`src/rtl/fp_add_seq.sv`:
```
// fp_add_seq
//   Multi-cycle binary16 adder sequencer. Drives an external 11-bit
//   significand adder through ALIGN -> ADD -> NORM and returns a packed,
//   truncated sum. Subnormal inputs are treated as zero; the outcome for
//   Inf/NaN/zero operands is decided up front.
//
// Ports
//   clk, rst      : clock, synchronous active-high reset
//   start         : request, sampled only while idle
//   a, b          : binary16 operands
//   busy          : high from the accepting edge until the edge leaving DONE
//   done          : one-cycle pulse, result valid
//   result        : sum, held until the next operation retires
//   add_a, add_b  : adder operands (zero outside the ADD state)
//   add_kin       : adder carry-in, 2'b00 kill / 2'b11 generate
//   add_sum       : adder result {carry, sum[10:0]}, combinational
module fp_add_seq (
    input  logic        clk,
    input  logic        rst,
    input  logic        start,
    input  logic [15:0] a,
    input  logic [15:0] b,
    output logic        busy,
    output logic        done,
    output logic [15:0] result,
    output logic [10:0] add_a,
    output logic [10:0] add_b,
    output logic [1:0]  add_kin,
    input  logic [11:0] add_sum
);

    typedef enum logic [2:0] {IDLE, ALIGN, ADD, NORM, DONE} state_t;

    state_t      state;
    logic        sign_r;     // sign of the larger-magnitude operand
    logic        sub_r;      // effective subtract
    logic [4:0]  exp_r;
    logic [10:0] l_sig;
    logic [10:0] s_sig;
    logic [10:0] sig;
    logic [3:0]  cnt;
    logic        fin;        // result already known; NORM only retires it
    logic [15:0] fin_val;

    // Operand decode used while idle
    logic        a_zero, b_zero, a_spec, b_spec, a_nan, b_nan, special;
    logic        a_ge_b;
    logic [15:0] l_op;
    logic [14:0] s_op;
    logic [4:0]  exp_diff;
    logic [3:0]  shamt;
    logic [15:0] spec_res;

    always_comb begin
        a_zero   = (a[14:10] == 5'd0);
        b_zero   = (b[14:10] == 5'd0);
        a_spec   = (a[14:10] == 5'd31);
        b_spec   = (b[14:10] == 5'd31);
        a_nan    = a_spec && (a[9:0] != 10'd0);
        b_nan    = b_spec && (b[9:0] != 10'd0);
        special  = a_zero | b_zero | a_spec | b_spec;

        a_ge_b   = (a[14:0] >= b[14:0]);
        l_op     = a_ge_b ? a : b;
        s_op     = a_ge_b ? b[14:0] : a[14:0];
        exp_diff = l_op[14:10] - s_op[14:10];
        // Beyond 12 places the smaller significand is gone anyway
        shamt    = (exp_diff > 5'd12) ? 4'd12 : exp_diff[3:0];

        if (a_nan || b_nan)
            spec_res = 16'h7E00;
        else if (a_spec && b_spec)
            spec_res = (a[15] == b[15]) ? a : 16'h7E00;
        else if (a_spec)
            spec_res = a;
        else if (b_spec)
            spec_res = b;
        else if (a_zero && b_zero)
            spec_res = 16'h0000;
        else if (a_zero)
            spec_res = b;
        else
            spec_res = a;
    end

    always_ff @(posedge clk) begin
        if (rst) begin
            state   <= IDLE;
            busy    <= 1'b0;
            done    <= 1'b0;
            result  <= 16'h0000;
            add_a   <= 11'd0;
            add_b   <= 11'd0;
            add_kin <= 2'b00;
            sign_r  <= 1'b0;
            sub_r   <= 1'b0;
            exp_r   <= 5'd0;
            l_sig   <= 11'd0;
            s_sig   <= 11'd0;
            sig     <= 11'd0;
            cnt     <= 4'd0;
            fin     <= 1'b0;
            fin_val <= 16'h0000;
        end else begin
            case (state)
                IDLE: begin
                    if (start) begin
                        busy <= 1'b1;
                        if (special) begin
                            // Early exits retire through NORM so every
                            // path leaves from the same state.
                            fin     <= 1'b1;
                            fin_val <= spec_res;
                            state   <= NORM;
                        end else begin
                            fin    <= 1'b0;
                            sign_r <= l_op[15];
                            sub_r  <= a[15] ^ b[15];
                            exp_r  <= l_op[14:10];
                            l_sig  <= {1'b1, l_op[9:0]};
                            s_sig  <= {1'b1, s_op[9:0]};
                            cnt    <= shamt;
                            state  <= ALIGN;
                        end
                    end
                end

                ALIGN: begin
                    if (cnt != 4'd0) begin
                        s_sig <= s_sig >> 1;
                        cnt   <= cnt - 4'd1;
                    end else begin
                        // Adder operands are registered on entry to ADD
                        add_a   <= l_sig;
                        add_b   <= sub_r ? ~s_sig : s_sig;
                        add_kin <= sub_r ? 2'b11 : 2'b00;
                        state   <= ADD;
                    end
                end

                ADD: begin
                    add_a   <= 11'd0;
                    add_b   <= 11'd0;
                    add_kin <= 2'b00;
                    state   <= NORM;
                    if (!sub_r && add_sum[11]) begin
                        if (exp_r == 5'd30) begin
                            fin     <= 1'b1;
                            fin_val <= {sign_r, 15'h7C00};
                        end else begin
                            exp_r <= exp_r + 5'd1;
                            sig   <= add_sum[11:1];
                        end
                    end else if (sub_r && (add_sum[10:0] == 11'd0)) begin
                        // Exact cancellation is always +0
                        fin     <= 1'b1;
                        fin_val <= 16'h0000;
                    end else begin
                        // Subtract: add_sum[11] is the borrow complement
                        sig <= add_sum[10:0];
                    end
                end

                NORM: begin
                    if (fin) begin
                        result <= fin_val;
                        done   <= 1'b1;
                        state  <= DONE;
                    end else if (sig[10]) begin
                        result <= {sign_r, exp_r, sig[9:0]};
                        done   <= 1'b1;
                        state  <= DONE;
                    end else if (exp_r == 5'd1) begin
                        // Next shift would go subnormal: flush
                        result <= {sign_r, 15'h0000};
                        done   <= 1'b1;
                        state  <= DONE;
                    end else begin
                        sig   <= sig << 1;
                        exp_r <= exp_r - 5'd1;
                    end
                end

                DONE: begin
                    done  <= 1'b0;
                    busy  <= 1'b0;
                    fin   <= 1'b0;
                    state <= IDLE;
                end

                default: state <= IDLE;
            endcase
        end
    end

endmodule

```
`config.mk`:
```
export PLATFORM = sky130hd
export DESIGN_NAME = fp_add_seq
export DESIGN_NICKNAME = d
export VERILOG_FILES = /design/src/rtl/fp_add_seq.sv
export SDC_FILE = /design/constraint.sdc
export NUM_CORES = 1
export LEC_CHECK = 0
export ABC_AREA = 1
export CAP_MARGIN = 20
export CORE_AREA = 2 2 110 112
export CTS_CLUSTER_DIAMETER = 40
export DETAILED_ROUTE_END_ITERATION = 8
export DIE_AREA = 0 0 112 114
export GPL_TIMING_DRIVEN = 0
export MAX_ROUTING_LAYER = met4
export PLACE_DENSITY = 0.88
export SLEW_MARGIN = 30
export SYNTH_ARGS = -nofsm -noshare
export SYNTH_HDL_FRONTEND = slang
export SYNTH_SLANG_ARGS = --single-unit
```
`constraint.sdc`:
```
create_clock -name clk -period 2.55 [get_ports clk]
set_input_delay 0.51 -clock clk [delete_from_list [all_inputs] [get_ports clk]]
set_output_delay 0.51 -clock clk [all_outputs]
set_load 0.05 [all_outputs]
```
* Yosys cells after proc, flatten, opt, wreduce, memory -nomap -nowiden
Cells that the tools add are included. W data, S select, Z words.
Cells by class: eq/ne operators 24, mux-type cells 69, add/sub/neg operators 4, bitwise gates (word level) 6, order comparisons 2, reduce and logical (&&, ||, !) cells 36
Operators with widths (number):
- $mux W16 | 16
- $mux W11 | 12
- $pmux W11 S2 | 4
- $mux W5 | 7
- $pmux W16 S2 | 1
- $ne A2 B2 Y1 const B | 10
- $reduce_bool A10 Y1 | 2
- $mux W4 | 4
- $eq A5 B5 Y1 const B | 3
- $ge A15 B15 Y1 | 1
- $mux W15 | 1
- $mux W3 | 5
- $pmux W5 S3 | 1
- $ne A3 B3 Y1 const B | 4
- $pmux W3 S4 | 1
- $reduce_and A4 Y1 | 3
- $reduce_bool A2 Y1 | 6
- $logic_not A11 Y1 | 1
- $not A11 Y11 | 1
- $logic_not A5 Y1 | 2
- $mux W1 | 9
- $reduce_bool A3 Y1 | 3
- $pmux W4 S2 | 1
- $reduce_and A2 Y1 | 4
- 27 further kinds | 39
Storage, ports and cells: register bits after elaboration 106, output and inout bits 42, input bits 47

* Depth between registers and ports, before layout
depth in word-level cells 10, mapped depth 21, gate-level depth less buffers 21

* Least setup slack after synthesis
No wires, ideal clock.
path type input-to-reg, start point in b[13], end point reg cnt[2], buffers on the path 0, stages on the path 21, arrival time 2.273 ns, slack 0.147 ns, setup time 0.131 ns, cells stage by stage inv_1 > ha_1 > nand2_1 > inv_2 > nand2_1 > nand3_1 > nor2_1 > nand3_2 > nand2_1 > nand3_1 > ha_1 > inv_1 > nand2_1 > nand2_1 > nand2_1 > nand2_1 > nand2_1 > inv_2 > nand3_1 > nand2_1 > a21oi_2
On the way: longest elaborated chain between the ends 8, elaborated cells between the ends (all ways) 16, those cells by class add/sub: 1; order compare: 2; eq/ne: 2; mux: 6; bitwise: 3; reduce/logical: 2
Ends and longest elaborated chain:
- start: declaration | RTL line 22 | input logic [15:0] b,
- $ge A15 B15 Y1 | RTL line 63 | a_ge_b = (a[14:0] >= b[14:0]);
- $mux W16 or $mux W15 (tied branches) | RTL line 64, 65
- $sub A5 B5 Y5 | RTL line 66 | exp_diff = l_op[14:10] - s_op[14:10];
- $gt A5 B4 Y1 | RTL line 68 | shamt = (exp_diff > 5'd12) ? 4'd12 : exp_diff[3:0];
- $mux W4 | RTL line 68
- $mux W4 | RTL line 109 | if (special) begin
- $mux W4 | RTL line 107 | if (start) begin
- $pmux W4 S2 | RTL line 105 | case (state)
- end signal: assignment | RTL line 122 | cnt <= shamt;
- end signal: assignment | RTL line 131 | cnt <= cnt - 4'd1;
- end: declaration | RTL line 41 | logic [3:0] cnt;
Parallel ways exist; a longest one is shown, timed or not. The select of a mux whose other input is x is not followed. A chain may end at the register's enable or synchronous reset.

* Worst setup path in the final report
start point in a[2], end point reg cnt[2]
On the way: longest elaborated chain between the ends 8, elaborated cells between the ends (all ways) 9, those cells by class add/sub: 1; order compare: 2; mux: 6
Ends and longest elaborated chain:
- start: declaration | RTL line 21 | input logic [15:0] a,
- $ge A15 B15 Y1 (*) | RTL line 63
- $mux W16 or $mux W15 (tied branches) | RTL line 64, 65
- $sub A5 B5 Y5 (*) | RTL line 66
- $gt A5 B4 Y1 | RTL line 68
- $mux W4 (*) | RTL line 68
- $mux W4 (*) | RTL line 109
- $mux W4 (*) | RTL line 107
- $pmux W4 S2 (*) | RTL line 105
Mark *: on every way between the ends. The rest lies on a longest branch, timed or not. The select of a mux whose other input is x is not followed.

==> summary.md <==
| Metric | Value |
|---|---|
| Final core utilization | 0.693 |
| DRT Pass-1 Iters | 9 |
| CTS tree | done |
| IO Pins | 89 |
| Crit-path slowest cell | dlygate4sd2_1 |
| Wirelength, routed | 20.4 mm |
| CORE AREA | roughly 0.012 sq mm |
| Max Freq | roughly 380 MHz |
| CP max FO | 4 |
| Commonest non-fill, non-tap cells in the layout | nand2_1 (152), dfxtp_1 (105), inv_1 (91), o21ai_0 (75), a21oi_1 (72) |
| Cell depth of the worst hold path | 2 |
| Area of the multi-input gates | ~0.0038 sq mm |
| Area of placed instances | approximately 0.0073 sq mm |
| Worst VDD drop | around 0.00062 V |
| Seq/Total Area, Yosys | 0.339 |
| Row Count | 40 |
| Total gr overflow | 0 |
| Grt peak-use layer | met2 |
| Grt met1 use | 0.357 |
| Leak | 3.40 nW |
| Largest net degree at the start of global routing | 18 |
| Synth-to-layout area growth | 30.7% |
| Setup violators final | 2 |
| Crit share post-route | 1.03 |
| Worst Tran Pin Value | ~0.74 ns |
| Most common cell after layout, fill and taps aside | nand2_1 |
| Internal reg-to-reg setup slack | about 0.070 ns |
| Number of global-route vias before repair | 6397 |
| Crit path largest cell delay | 0.33 ns |
| Relative slew slack | 0.505 |
| Root Buffer | clkbuf_16 |
| Crit path setup slack, layout | -0.0708 ns |
| Die Footprint | between 0.01 and 0.015 sq mm |
| Initial DRC count | approximately 990 |
| Layout Skew | 0.00592 ns |
| Critical path's most frequent cell | nand2_1 |
| TritonCTS buffer count | 9 |
| Final Max Tran Viols | 0 |
| Max clock buf depth | 2 |
| Clock sinks | approximately 110 |
| Async S/R FF share, synth | 0 |
| Average wire per standard cell | between 15 and 20 microns |
| Synth warn | 0 |
| Worst-path cell chain | dlygate4sd2_1 -> ha_4 -> a21oi_2 -> nand2_1 -> nand2_1 -> nand2_2 -> nand2_4 -> nand3_4 -> nand2_4 -> nand3_4 -> ha_4 -> inv_4 -> nand2_4 -> nand2_2 -> nand2_1 -> nor2_1 -> nand2_1 -> nand3_1 -> nand2_1 -> a21oi_2 |
| Met3 GRT Util | 0.0691 |
| Synth Instances | between 800 and 900 |
| Hold WC Path Type | flop to flop |
| Clock Latency Late Sink | roughly 0.35 ns |
| Number of synthesized register bits | roughly 110 |
| First-pass GRT wire length | slightly above 30 mm |
| Prevailing post-synth register cell | dfxtp_1 |
| Post-DP HPWL | 13.8 mm |
| Htree depth | 3 |
| RePlAce Congestion | 0.987 |
| Post-layout minimum cycle time | approximately 2.6 ns |
| PortBufs | just under 90 |
| Layout cell share with drive strength beyond 1 | 0.197 |
| Die span in y | 114 microns |
| DRC errors left | 0 |
| Mapped Area | ~0.0062 sq mm |
| Status | finished, violations left |
| Via count | about 7000 |
| Critical path type | input port to flop |
| Antenna violations before repair | 0 |
| WP data required | 2.83 ns |
| Avg Inst Size Synth | 7.06 sq um |
| Pwr Density | roughly 820 mW/mm^2 |
| Post-synth EDFFs | 0 |
| Syn nets | 949 |
| Reg area | about 0.0021 sq mm |
| CP arrival | ~2.9 ns |
| Hold Fails Final Rpt | 0 |
| Clock-pin transition on the worst setup and hold timing paths | ~0.070 ns |
| R2R cell count | 10 |
| # diodes | 0 |
| Failing checks | negative setup slack |
| Vias per cell | 6.06 |
| FILL cells | 900 |
| Synth cell types | 43 |
| CP Capture Type | flop |
| Met2 Use GR | 0.501 |
| Crit start category | input port |
| Fin area | ~0.0081 sq mm |
| Tot Pwr | ~6.6 mW |
| Die Wd | ~110 microns |
| Total of max-cap violations | 0 |
| GRT Util Overall | 0.305 |
| Initial Util | 0.530 |
| Antenna Nets Post-Route | 0 |
| Layout Nets | around 1100 |
[synthesized netlist by cell type (3+ instances only)]
| cell | number | area [sq um] |
|---|---|---|
| nand2_2 | 6 | 37.5 |
| nor2_2 | 7 | 43.8 |
| o21ai_0 | 76 | 380 |
| inv_1 | 107 | 402 |
| a211oi_2 | 21 | 263 |
| ha_1 | 22 | 275 |
| inv_2 | 17 | 63.8 |
| nor4_1 | 3 | 18.8 |
| a21oi_1 | 75 | 375 |
| nand4_1 | 9 | 56.3 |
| buf_2 | 7 | 35.0 |
| nor2_4 | 3 | 33.8 |
| xor2_1 | 4 | 35.0 |
| clkbuf_1 | 26 | 97.6 |
| a211oi_1 | 6 | 45.0 |
| nand3_2 | 6 | 60.1 |
| o211ai_1 | 21 | 158 |
| o221ai_1 | 12 | 105 |
| dfxtp_1 | 105 | 2100 |
| nor2_1 | 61 | 229 |
| buf_4 | 7 | 52.6 |
| a31oi_1 | 18 | 113 |
| nand3_1 | 31 | 155 |
| nand2_1 | 170 | 638 |
| o22ai_1 | 7 | 43.8 |
| o21ai_1 | 7 | 35.0 |
| xnor2_1 | 9 | 78.8 |
| a221oi_1 | 3 | 26.3 |
| nor3_1 | 13 | 65.1 |
| nor3_2 | 5 | 50.1 |
[registers in the layout, summed over array words and instances, names as in the netlist, 3 cells and up]
register	flops
sig	11
add_b	11
exp_r	5
add_a	11
s_sig	11
l_sig	11
cnt	4
result	16
fin_val	16
state	3
[power by group]
group / switching, mW / internal (mW) / leakage (nW)
Clock: 0.650 / 0.793 / 0.149
Combinational: 1.92 / 1.00 / 2.39
Sequential: 0.255 / 2.00 / 0.858
[repair_timing]
item | 4_1_cts | 5_1_grt
pin swaps | 20 | 33
resized for setup | 76 | 64
hold buffers | 0 | 0
setup buffers | 12 | 11
endpoints found under the setup margin | 29 | 29
[per-stage QoR]
stage	hold WS [ns]	std cells	worst slack (ns)	TNS, ns
floorplan	0.441	880	0.147	0
global placement	0.450	1115	-0.808	-21.14
detailed placement	0.455	1115	-0.835	-22.45
CTS	0.465	1143	-0.0110	-0.0110
global route	0.490	1154	-0.145	-0.355
finish	0.462	1154	-0.0708	-0.0931
[area by class of cell]
type	count	share of cell area
well taps	147	0.0227
multi-input cells	606	0.467
flip-flops and latches	105	0.259
inverters	126	0.0592
clock inverters	6	0.00802
plain buffers	43	0.0265
clock buffers	10	0.0294
repair buffers	111	0.128
[final timing paths]
path                            startpoint       end
worst max-delay path                  a[2]    cnt[2]
worst min-delay path              add_a[6]  add_a[6]
worst max register to register    state[1]  s_sig[9]
worst min register to register    add_a[6]  add_a[6]
[per-layer routing]
metal / vias up / part of all wire
met1: 3122 / 0.37
met2: 511 / 0.46
met5: - / 0
li1: 3215 / -
met3: 150 / 0.11
met4: 0 / 0.061
[worst max-delay path: cells and delay by family]
family                   cells  cell delay [ns]
adder cells (fa/ha/maj)      2             0.43
AO/OA/AOI/OAI                2             0.28
buffers and inverters        2             0.39
AND/OR/NAND/NOR             14             1.27
[kinds of logic after synthesis]
| kind of cell | after synthesis | synth area share |
|---|---|---|
| buffers and inverters | 169 | 0.111 |
| AO/OA/AOI/OAI | 252 | 0.257 |
| adder cells (fa/ha/maj) | 22 | 0.0443 |
| AND/OR/NAND/NOR | 319 | 0.231 |
| XOR/XNOR | 13 | 0.0183 |
| flip-flops | 105 | 0.339 |
Power figures use the tool's default switching activity.
